`config.mk`:
```
export PLATFORM = sky130hd
export DESIGN_NAME = ha_serial_add_ctrl
export DESIGN_NICKNAME = d
export VERILOG_FILES = /design/src/rtl/ha_serial_add_ctrl.sv
export SDC_FILE = /design/constraint.sdc
export NUM_CORES = 1
export LEC_CHECK = 0
export ABC_AREA = 1
export CAP_MARGIN = 20
export CORE_MARGIN = 5
export CORE_UTILIZATION = 30
export DETAILED_ROUTE_END_ITERATION = 16
export HOLD_SLACK_MARGIN = 0.06
export SYNTH_ARGS = -nofsm -noshare
export SYNTH_HDL_FRONTEND = slang
export SYNTH_SLANG_ARGS = --single-unit
```
`constraint.sdc`:
```
create_clock -name clk -period 1.1 [get_ports clk]
set_input_delay 0.22 -clock clk [delete_from_list [all_inputs] [get_ports clk]]
set_output_delay 0.22 -clock clk [all_outputs]
set_load 0.01 [all_outputs]
```
`src/rtl/ha_serial_add_ctrl.sv`:
```
// ha_serial_add_ctrl: bit-serial adder that runs one full-adder cell (two half adders + OR) over WIDTH enabled cycles
// Ports:
//   clk          rising-edge clock
//   rst_n        asynchronous active-low reset
//   ena          clock enable; all registers hold while low
//   start        request, accepted only in IDLE with ena high
//   cin          carry-in, captured with the operands
//   op_a, op_b   WIDTH-bit operands, captured on an accepted start
//   sum, cout    registered result of the last completed addition
//   busy         high in RUN and DONE
//   done         high for one enabled cycle when a result lands
module ha_serial_add_ctrl #(
  parameter int WIDTH = 8
) (
  input  logic             clk,
  input  logic             rst_n,
  input  logic             ena,
  input  logic             start,
  input  logic             cin,
  input  logic [WIDTH-1:0] op_a,
  input  logic [WIDTH-1:0] op_b,
  output logic [WIDTH-1:0] sum,
  output logic             cout,
  output logic             busy,
  output logic             done
);
  localparam int CNT_W = $clog2(WIDTH);
  typedef enum logic [1:0] {IDLE, RUN, DONE} state_t;
  state_t           r_state;
  logic [WIDTH-1:0] r_a, r_b, r_acc, r_sum;
  logic [CNT_W-1:0] r_cnt;
  logic             r_c, r_cout, r_busy, r_done;
  logic             w_p, w_g, w_s, w_cn;
  // first half adder on the operand bits, second folds in the carry
  assign w_p  = r_a[0] ^ r_b[0];
  assign w_g  = r_a[0] & r_b[0];
  assign w_s  = w_p ^ r_c;
  assign w_cn = w_g | (w_p & r_c);
  assign sum  = r_sum;
  assign cout = r_cout;
  assign busy = r_busy;
  assign done = r_done;
  always_ff @(posedge clk or negedge rst_n) begin
    if (!rst_n) begin
      r_state <= IDLE;
      r_a     <= '0;
      r_b     <= '0;
      r_acc   <= '0;
      r_sum   <= '0;
      r_cnt   <= '0;
      r_c     <= 1'b0;
      r_cout  <= 1'b0;
      r_busy  <= 1'b0;
      r_done  <= 1'b0;
    end else if (ena) begin
      case (r_state)
        IDLE: if (start) begin
          r_a     <= op_a;
          r_b     <= op_b;
          r_c     <= cin;
          r_cnt   <= '0;
          r_acc   <= '0;
          r_busy  <= 1'b1;
          r_state <= RUN;
        end
        RUN: begin
          r_acc <= {w_s, r_acc[WIDTH-1:1]};
          r_a   <= r_a >> 1;
          r_b   <= r_b >> 1;
          r_c   <= w_cn;
          r_cnt <= r_cnt + 1'b1;
          if (r_cnt == CNT_W'(WIDTH - 1)) begin
            r_sum   <= {w_s, r_acc[WIDTH-1:1]};
            r_cout  <= w_cn;
            r_done  <= 1'b1;
            r_state <= DONE;
          end
        end
        DONE: begin
          r_done  <= 1'b0;
          r_busy  <= 1'b0;
          r_state <= IDLE;
        end
        default: r_state <= IDLE;
      endcase
    end
  end
endmodule

```
==> out/qor.csv, run 1 <==
metric,value,unit
status,"complete, but fails checks",
violations,setup timing,
synthAdderAreaFrac,0.0215,
max_clock_freq,861,MHz
rows,30,
synth_largest_area_cell,dfrtp_1,
wire_per_inst,11.8,um
endpoint_kind,flip-flop,
leakage,1.59,nW
cp_cell_sequence,"fa_2, nand3_2, nand2_1",
finalSetupViolCount,26,
worst_slew_pin_slew,0.224,ns
cp.arrival,1.40,ns
power_density,1750,mW/mm2
path_buf_inv,0,
min_path_cells,3,
cp_top_family,adder cells,
syn_inst,260,
cts_buffer_depth,2,
fin_tns_setup,-0.504,ns
criticalPathCategory,reg2reg,
dieArea,0.00877,mm2
slew_viol_final,0,
core_area,0.00679,mm2
grt_pass1_vias,1882,
hold_viol_final,0,
grt_pass1_wl,8.76,mm
routed_via_density,4.40,
maxCapViolations,0,
die_width,93.7,um
grt_usage,0.125,
drt_pass1_iterations,4,
r2r_start,r_a[0],
final_nets,338,
grt_setup_unrepaired,yes,
clk_pin_slew,0.09,ns
yosys.area.top_type_share,0.477,
holdWs,0.295,ns
grt_max_degree,41,
startpoint_type,flip-flop,
synth.area.mux_share,0,
drcViolationCount,0,
antenna_cells,0,
cts_buffers,5,
ant_nets,0,
ir_worst_vdd,743,uV
syn_area,0.00210,mm2
die_y,93.7,um
reg2reg_depth,3,
drtIter0Drc,68,
ys_seq_area_frac,0.477,
dpl.hpwl,3.19,mm
clock_sinks,40,
synth_top_family_by_area,simple AND/OR/NAND/NOR gates,
syn2layout_area_growth,38.5,%
antenna_found_initial,0,
port_buffers,31,
r2r_slack,-0.06,ns
synth-xor-area-share,0,
yosys.area_share.simple,0.277,
ys_seq_elements,40,
yosysUniqueCellTypes,18,
initial_utilization,0.309,
ios,32,
finalWorstSetupSlack,-0.0616,ns
synth_area_leaders,"dfrtp_1 48%, nand2_1 20%, o21bai_1 10%",
yosysWarnings,0,
synth_compound_area_frac,0.113,
critPathMaxFanout,2,
cpPeakStageDelay,0.59,ns
synth.avg_cell_area,8.08,um2
drive_above_1_share,0.302,
fin_crit_sh,1.06,
globalplace.congestion,0.738,
fin_skew,0.00899,ns
ctsHtreeMaxLevel,2,
post-route-min-period,1.16,ns
routed_wl,4.86,mm
vias,1808,
clockRootBuffer,clkbuf_8,
worstPathRequired,1.34,ns
cp_slowest_cell,fa_2,
cts_tree,built,
grt.overflow.total,0,
min_from,start,
hold_end,busy,
max_slew_margin,0.851,
r2r_end,sum[7],
hp-class,in2reg,
syn_nets,284,
insertion_delay,0.30,ns
==> final cells by class <==
cell class	count	area [um2]
Clock buffer	5	68.8
Clock inverter	3	47.5
Fill cell	706	3890
Inverter	32	123
Multi-Input combinational cell	174	1010
Sequential cell	40	1000
Tap cell	96	120
Timing Repair Buffer	61	536
==> cell usage in the layout, fill, tap and decap left out <==
cell             count
nand2_2             19
buf_4               19
o21bai_2             1
buf_6                8
dfrtp_2              1
o21ai_0              2
nand3_2             11
inv_1               29
dfrtp_1             39
nand2_1             88
nand2_4              4
fa_2                 1
o21ai_4              1
dlygate4sd3_1        1
bufinv_16            1
buf_12               2
buf_2               12
inv_4                1
nand3_1             15
dlymetal6s2s_1       1
inv_2                2
ha_2                 1
nor2_2               1
clkdlybuf4s50_1     18
ha_4                 1
clkbuf_8             5
nor2_4               2
o21bai_1            27
clkinv_4             2
==> stage by stage <==
| step | setup slack, ns | util | area, um2 | instances | power [mW] |
|---|---|---|---|---|---|
| floorplan | -0.0174 | - | 2150 | 260 | 3.11 |
| global placement | -0.326 | 0.383 | 2600 | 391 | 3.67 |
| detailed placement | -0.370 | 0.383 | 2600 | 391 | 3.72 |
| CTS | -0.0707 | 0.420 | 2860 | 410 | 5.11 |
| global route | -0.115 | 0.428 | 2910 | 411 | 5.49 |
| finish | -0.0616 | 0.428 | 2910 | 411 | 5.09 |
==> cell usage after synthesis, drive strengths merged <==
| cell | number |
|---|---|
| buf | 12 |
| clkbuf | 2 |
| dfrtp | 40 |
| fa | 1 |
| ha | 2 |
| inv | 32 |
| nand2 | 111 |
| nand3 | 26 |
| nor2 | 3 |
| o21ai | 3 |
| o21bai | 28 |
==> layer usage <==
metal | part of all wire | wire length (um) | vias up | GRT usage
li1 | - | - | 905 | -
met1 | 0.45 | 2210 | 865 | 0.151
met2 | 0.49 | 2370 | 29 | 0.217
met3 | 0.041 | 198 | 9 | 0.0280
met4 | 0.017 | 83 | 0 | 0.0469
met5 | 0 | 0 | - | 0
==> registers in the layout, summed over array words and instances, names as in the netlist <==
register / cells
r_a: 8
r_b: 8
sum: 8
r_acc: 7
r_cnt: 3
r_state: 2
busy: 1
cout: 1
done: 1
r_c: 1
==> worst max-delay path by stage <==
| stage | startpoint | to | slack (ns) | cells after the start |
|---|---|---|---|---|
| after CTS | r_a[0] | sum[7] | -0.07 | 3 |
| after global placement | ena | sum[6] | -0.33 | 6 |
| after floorplan | r_c | sum[7] | -0.02 | 3 |
| after global routing | r_state[1] | sum[6] | -0.12 | 6 |
| final | r_a[0] | sum[7] | -0.06 | 3 |
| after detailed placement | ena | sum[6] | -0.37 | 6 |
==> power breakdown <==
group | internal (mW) | leakage, nW | switching, mW | total [mW]
logic | 0.862 | 1.01 | 0.846 | 1.71
clock network | 0.684 | 0.0583 | 0.554 | 1.24
registers | 1.87 | 0.521 | 0.278 | 2.14
total | 3.41 | 1.59 | 1.68 | 5.09
==> worst register-to-register path: cells and delay by family (launching register included) <==
family                     cells  cell delay (ns)
DFF                            1             0.41
and+or+nand+nor                2             0.11
adders and majority gates      1             0.59
==> kinds of logic after synthesis <==
| group | Yosys count |
|---|---|
| adder cells (fa/ha/maj) | 3 |
| flip-flops | 40 |
| AO/OA/AOI/OAI | 31 |
| buffers and inverters | 46 |
| AND/OR/NAND/NOR | 140 |
==> timing repair <==
| action | in CTS | in global routing |
|---|---|---|
| hold buffers | 1 | 0 |
| gates cloned | 2 | 0 |
| pin swaps | 24 | 5 |
| setup endpoints to repair | 43 | 40 |
| buffers inserted | 9 | 1 |
| resized for setup | 78 | 15 |
| endpoints found under the hold margin | 40 | 0 |
Power figures use the tool's default switching activity.
==> run 2: changes to the inputs <==
--- a/config.mk
+++ b/config.mk
@@ -7,10 +7,13 @@
 export LEC_CHECK = 0
 export ABC_AREA = 1
 export CAP_MARGIN = 20
+export CELL_PAD_IN_SITES_DETAIL_PLACEMENT = 2
+export CELL_PAD_IN_SITES_GLOBAL_PLACEMENT = 2
 export CORE_MARGIN = 5
-export CORE_UTILIZATION = 30
+export CORE_UTILIZATION = 28
 export DETAILED_ROUTE_END_ITERATION = 16
 export HOLD_SLACK_MARGIN = 0.06
+export PLACE_DENSITY_LB_ADDON = 0.1
 export SYNTH_ARGS = -nofsm -noshare
 export SYNTH_HDL_FRONTEND = slang
 export SYNTH_SLANG_ARGS = --single-unit
==> run 2 against run 1 <==
  * The flow still finishes with violations (setup timing)
  * Die area increased by 6.4%
  * Worst setup slack worse by 0.050 ns
  * Clock power decreased by 13%
  * Via count is 4.4% higher
  * Critical path type unchanged
  * Largest cell class is now sequential cells
  * Highest routed layer unchanged
==> out/qor.csv, run 2 (same netlist as run 1, synthesis figures left out) <==
metric,value,unit,change
leakage,1.57,nW,-1.4%
clk_pin_slew,0.09,ns,about the same
vias,1888,,+4.4%
grt-busiest-layer,met2,,
core_area,0.00729,mm2,+7.3%
worstPathRequired,1.29,ns,-0.05 ns
finalWorstSetupSlack,-0.112,ns,-0.0501 ns
power_density,1750,mW/mm2,+0.18%
rows,31,,+3.3%
grt_use_met2,0.240,,+0.0223
violations,setup timing,,
worst_slew_pin_slew,0.261,ns,+0.0367 ns
fin_crit_sh,1.10,,+0.0455
ios,32,,unchanged
max_clock_freq,825,MHz,-4.1%
ant_nets,0,,unchanged
cp.arrival,1.40,ns,about the same
drtIter0Drc,29,,-57%
clock_sinks,40,,unchanged
p_total,4.96,mW,-2.5%
cp_slowest_cell,dfrtp_1,,
grt_setup_unrepaired,yes,,
endpoint_kind,flip-flop,,
die_width,96.6,um,+3.1%
final_common_cell,nand2_1,,
grt.overflow.total,0,,unchanged
cp_cell_sequence,"ha_2, ha_4, buf_6, nand2_2, nand2_1, nand2_1",,
critPathMaxFanout,5,,+3
grtUsageMet1,0.192,,+0.0410
wire_per_inst,15.6,um,+32%
final_nets,338,,unchanged
hp-class,in2async,,
fillCellCount,869,,+23%
antenna_cells,0,,unchanged
crit_top_cell,nand2_1,,
insertion_delay,0.30,ns,about the same
cts_buffers,5,,unchanged
multi_input_area,931,um2,-7.9%
port_buffers,31,,unchanged
globalplace.congestion,0.709,,-3.9%
grt_max_degree,41,,unchanged
startpoint_type,flip-flop,,
cp_top_family,adder cells,,
maxCapViolations,0,,unchanged
antenna_found_initial,0,,unchanged
routed_wl,6.47,mm,+33%
ctsHtreeMaxLevel,2,,unchanged
use_met3,0.0287,,+0.000615
drive_above_1_share,0.222,,-0.0794
drcViolationCount,0,,unchanged
clockRootBuffer,clkbuf_8,,
register_area,0.00100,mm2,unchanged
max_slew_margin,0.826,,-0.0251
path_buf_inv,1,,+1
cts_buffer_depth,2,,unchanged
fin_skew,0.00999,ns,+0.00100 ns
finalSetupViolCount,38,,+46%
criticalPathCategory,reg2reg,,
routed_via_density,4.56,,+3.7%
drt_pass1_iterations,4,,unchanged
status,"complete, but fails checks",,
die_y,96.6,um,+3.1%
ir_worst_vdd,526,uV,-29%
grt_pass1_wl,10.2,mm,+17%
cpPeakStageDelay,0.39,ns,-0.20 ns
grt_usage,0.145,,+0.0197
grt_pass1_vias,2116,,+12%
cts_tree,built,,
dpl.hpwl,4.05,mm,+27%
initial_utilization,0.288,,-0.0211
mostFrequentLayoutCells,"100 x nand2_1, 39 x dfrtp_1, 30 x inv_1, 28 x o21bai_1, 24 x nand3_1",,
syn2layout_area_growth,34.7,%,
dieArea,0.00933,mm2,+6.4%
slew_viol_final,0,,unchanged
pre_cts_slack,-0.413,ns,-0.0426 ns
post-route-min-period,1.21,ns,+0.0501 ns
hold_viol_final,0,,unchanged
run 2: changes by cell type in the layout (fill, tap and decap cells not counted), sizes merged:
cell / previous run / this run
clkbuf: 5 / 8
buf: 41 / 39
clkinv: 2 / 0
bufinv: 1 / 0
clkdlybuf4s50: 18 / 19
clkinvlp: 0 / 1
dlymetal6s2s: 1 / 0
nand2: 111 / 112
run 2: metal layers:
layer | routed length (um) | up-vias
met4 | 73 | 0
met3 | 160 | 6
met1 | 3010 | 953
met2 | 3230 | 24
met5 | 0 | -
li1 | - | 905
run 2: layout make-up:
class | count | area share
clock buffer | 7 | 0.0305
clock inverter | 1 | 0.00265
inverter | 32 | 0.0433
multi-input combinational | 175 | 0.329
sequential | 40 | 0.354
tap | 99 | 0.0438
timing repair buffer | 60 | 0.196
run 2: metrics by stage:
stage | TNS (ns) | util | instances | cell area [um2] | hold slack, ns
after floorplan | -0.131 | - | 260 | 2150 | -0.0756
after global placement | -13.53 | 0.357 | 394 | 2600 | 0.218
after detailed placement | -14.20 | 0.357 | 394 | 2600 | 0.214
after CTS | -2.01 | 0.377 | 408 | 2750 | 0.430
after global routing | -4.79 | 0.388 | 414 | 2830 | 0.447
final | -2.99 | 0.388 | 414 | 2830 | 0.409
run 2: what timing repair did:
action | in CTS | in global routing
hold buffers | 1 | 0
pin swaps | 4 | 2
endpoints found under the hold margin | 40 | 0
setup buffers | 5 | 5
resized for setup | 59 | 8
gates cloned | 1 | 2
endpoints found under the setup margin | 51 | 41
run 2: where the power goes:
group / internal (mW) / switching (mW)
sequential: 1.87 / 0.283
clock: 0.511 / 0.565
combinational: 0.851 / 0.884
total: 3.23 / 1.73
run 2: final timing paths:
kind	from	end	slack (ns)	depth (start not counted)
worst max-delay path	r_cnt[0]	r_state[0]	-0.11	6
worst min-delay path	rst_n	r_b[7]	0.41	3
worst max register to register	r_cnt[0]	r_state[0]	-0.11	6
worst min register to register	sum[2]	sum[2]	0.48	2
max in group asynchronous	rst_n	sum[5]	0.47	3
min in group clk	op_a[7]	r_a[7]	0.47	3
run 2: worst register-to-register path: cells and delay by family, from the launching register on:
family / cells / cell delay (ns)
adders and majority gates: 2 / 0.41
DFF: 1 / 0.39
and+or+nand+nor: 3 / 0.17
buffers and inverters: 1 / 0.14
==> RTL change, RTL diff (flow settings as in run 1) <==
Make the reset (`rst_n`) synchronous in one clocked block. Comments in the files are not updated.
--- a/src/rtl/ha_serial_add_ctrl.sv
+++ b/src/rtl/ha_serial_add_ctrl.sv
@@ -40,7 +40,7 @@
   assign cout = r_cout;
   assign busy = r_busy;
   assign done = r_done;
-  always_ff @(posedge clk or negedge rst_n) begin
+  always_ff @(posedge clk) begin
     if (!rst_n) begin
       r_state <= IDLE;
       r_a     <= '0;
Check against the original RTL: differs if rst_n is asserted again (counterexample within 4 cycles, from zero or initial values and one cycle with rst_n low); with rst_n held inactive, the same outputs for 10 cycles.
==> RTL change against run 1 <==
The flow still finishes with violations (setup timing); worst setup slack got worse by 95 ps; routed wire length decreased by 12%; sequential cell count unchanged; critical endpoint is now sum[1]; synthesized area decreased by 11%; critical path type unchanged; final area decreased by 14%.
Power is not compared: it rests on default switching activity, and its combinational part moved more than twofold at a synthesized area within 25%.
==> RTL change: results (changes against run 1) <==
Parameter                              Value

Min path
  Class of the most critical hold timing path    flip-flop to flip-flop (was input port to flip-flop)
  Hold Crit Depth    2 (was 3)

Cells and area
  Net count of the finished layout    331 (was 338)
  Ratio of cells with drive above 1 in the final layout    22.8% (was 30.2%)

Logic synthesis
  Async S/R FF share, synth    0% (was 100%)
  Synth Net Count    288 (was 284)
  Main area contributors after synthesis    sky130_fd_sc_hd__dfxtp_1, sky130_fd_sc_hd__nand2_1, sky130_fd_sc_hd__inv_1 (was sky130_fd_sc_hd__dfrtp_1, sky130_fd_sc_hd__nand2_1, sky130_fd_sc_hd__o21bai_1)
  Sequential cell area fraction in the yosys report    43.0% (was 47.7%)
  Number of distinct library cells after synthesis    22 (was 18)
  Commonest cells post-synth    sky130_fd_sc_hd__nand2_1, sky130_fd_sc_hd__dfxtp_1, sky130_fd_sc_hd__inv_1, sky130_fd_sc_hd__nor2_1, sky130_fd_sc_hd__a21oi_1 (was sky130_fd_sc_hd__nand2_1, sky130_fd_sc_hd__dfrtp_1, sky130_fd_sc_hd__inv_1, sky130_fd_sc_hd__o21bai_1, sky130_fd_sc_hd__nand3_1)

Global routing
  First-pass GRT wire length    7290 um (was 8760 um)
  Pin count of the biggest net entering global routing    32 (was 41)

Timing
  Worst slew pin tran    277 ps (was 224 ps)
  Worst setup slack after layout    -157 ps (was -61.6 ps)
  Setup-failing EPs final    23 (was 26)

Setup path
  Path depth of the worst reg2reg path    7 (was 3)
  Critical Path AT    1490 ps (was 1400 ps)
  Crit Path Max Fanout    7 (was 2)

Outcome
  Result of the run    finished, violations left (unchanged)
  Violated checks    setup timing (unchanged)

Placed design
  HPWL Detailed    2860 um (was 3190 um)
  DP Area    2330 sq um (was 2600 sq um)
  Final weighted congestion in routability-driven placement    0.773 (was 0.738)

Drt
  Total via count after detailed routing    1668 (was 1808)
  Average routed wire per standard cell    11.1 um (was 11.8 um)

CTS
  Post-CTS resize count    41 (was 78)
[RTL change: layer usage]
metal	global-route usage (%)	wire (um)	vias to the layer above
met5	0	0	-
met4	2.88	43	0
met3	5.03	276	5
met2	19.5	1980	27
li1	-	-	895
met1	14.7	1950	741
[RTL change: critical path, stage by stage, from the launching register on]
cell and delay, ps:
sky130_fd_sc_hd__dfxtp_2 360, sky130_fd_sc_hd__ha_4 140, sky130_fd_sc_hd__ha_4 140, sky130_fd_sc_hd__nand2_4 50, sky130_fd_sc_hd__nor2_4 150, sky130_fd_sc_hd__buf_6 170, sky130_fd_sc_hd__nand2_1 70, sky130_fd_sc_hd__a21oi_2 110
[RTL change: path summary, 6_finish.rpt]
path / start / end / slack [ps]
setup / recovery: r_cnt[0] / sum[1] / -160
hold / removal: r_acc[1] / sum[0] / 460
setup reg to reg: r_cnt[0] / sum[1] / -160
hold reg to reg: r_acc[1] / sum[0] / 460
[RTL change: cell families (layout without fill, tap and decap cells)]
kind of cell	count (synthesis)	after routing	synth area share [%]
and+or+nand+nor	119	120	26.0
DFF	40	40	43.0
buffers and inverters	49	91	12.6
adders and majority gates	3	3	2.42
AOI/OAI and AO/OA	53	53	15.9
[RTL change: layout make-up]
| cell class | instances | area (sq um) |
|---|---|---|
| Sequential cell | 40 | 813 |
| Clock buffer | 7 | 96.3 |
| Timing Repair Buffer | 48 | 443 |
| Inverter | 36 | 138 |
| Tap cell | 75 | 93.8 |
| Fill cell | 607 | 3480 |
| Multi-Input combinational cell | 176 | 930 |
[RTL change: stage by stage]
step	power [W]	TNS (ps)	instances	worst slack, ps
final	0.00311	-1530	382	-157
after global routing	0.00330	-4280	382	-237
after detailed placement	0.00205	-12350	370	-382
after floorplan	0.00188	-28.1	264	-15.7
after global placement	0.00205	-11980	370	-382
after CTS	0.00314	-1780	381	-169
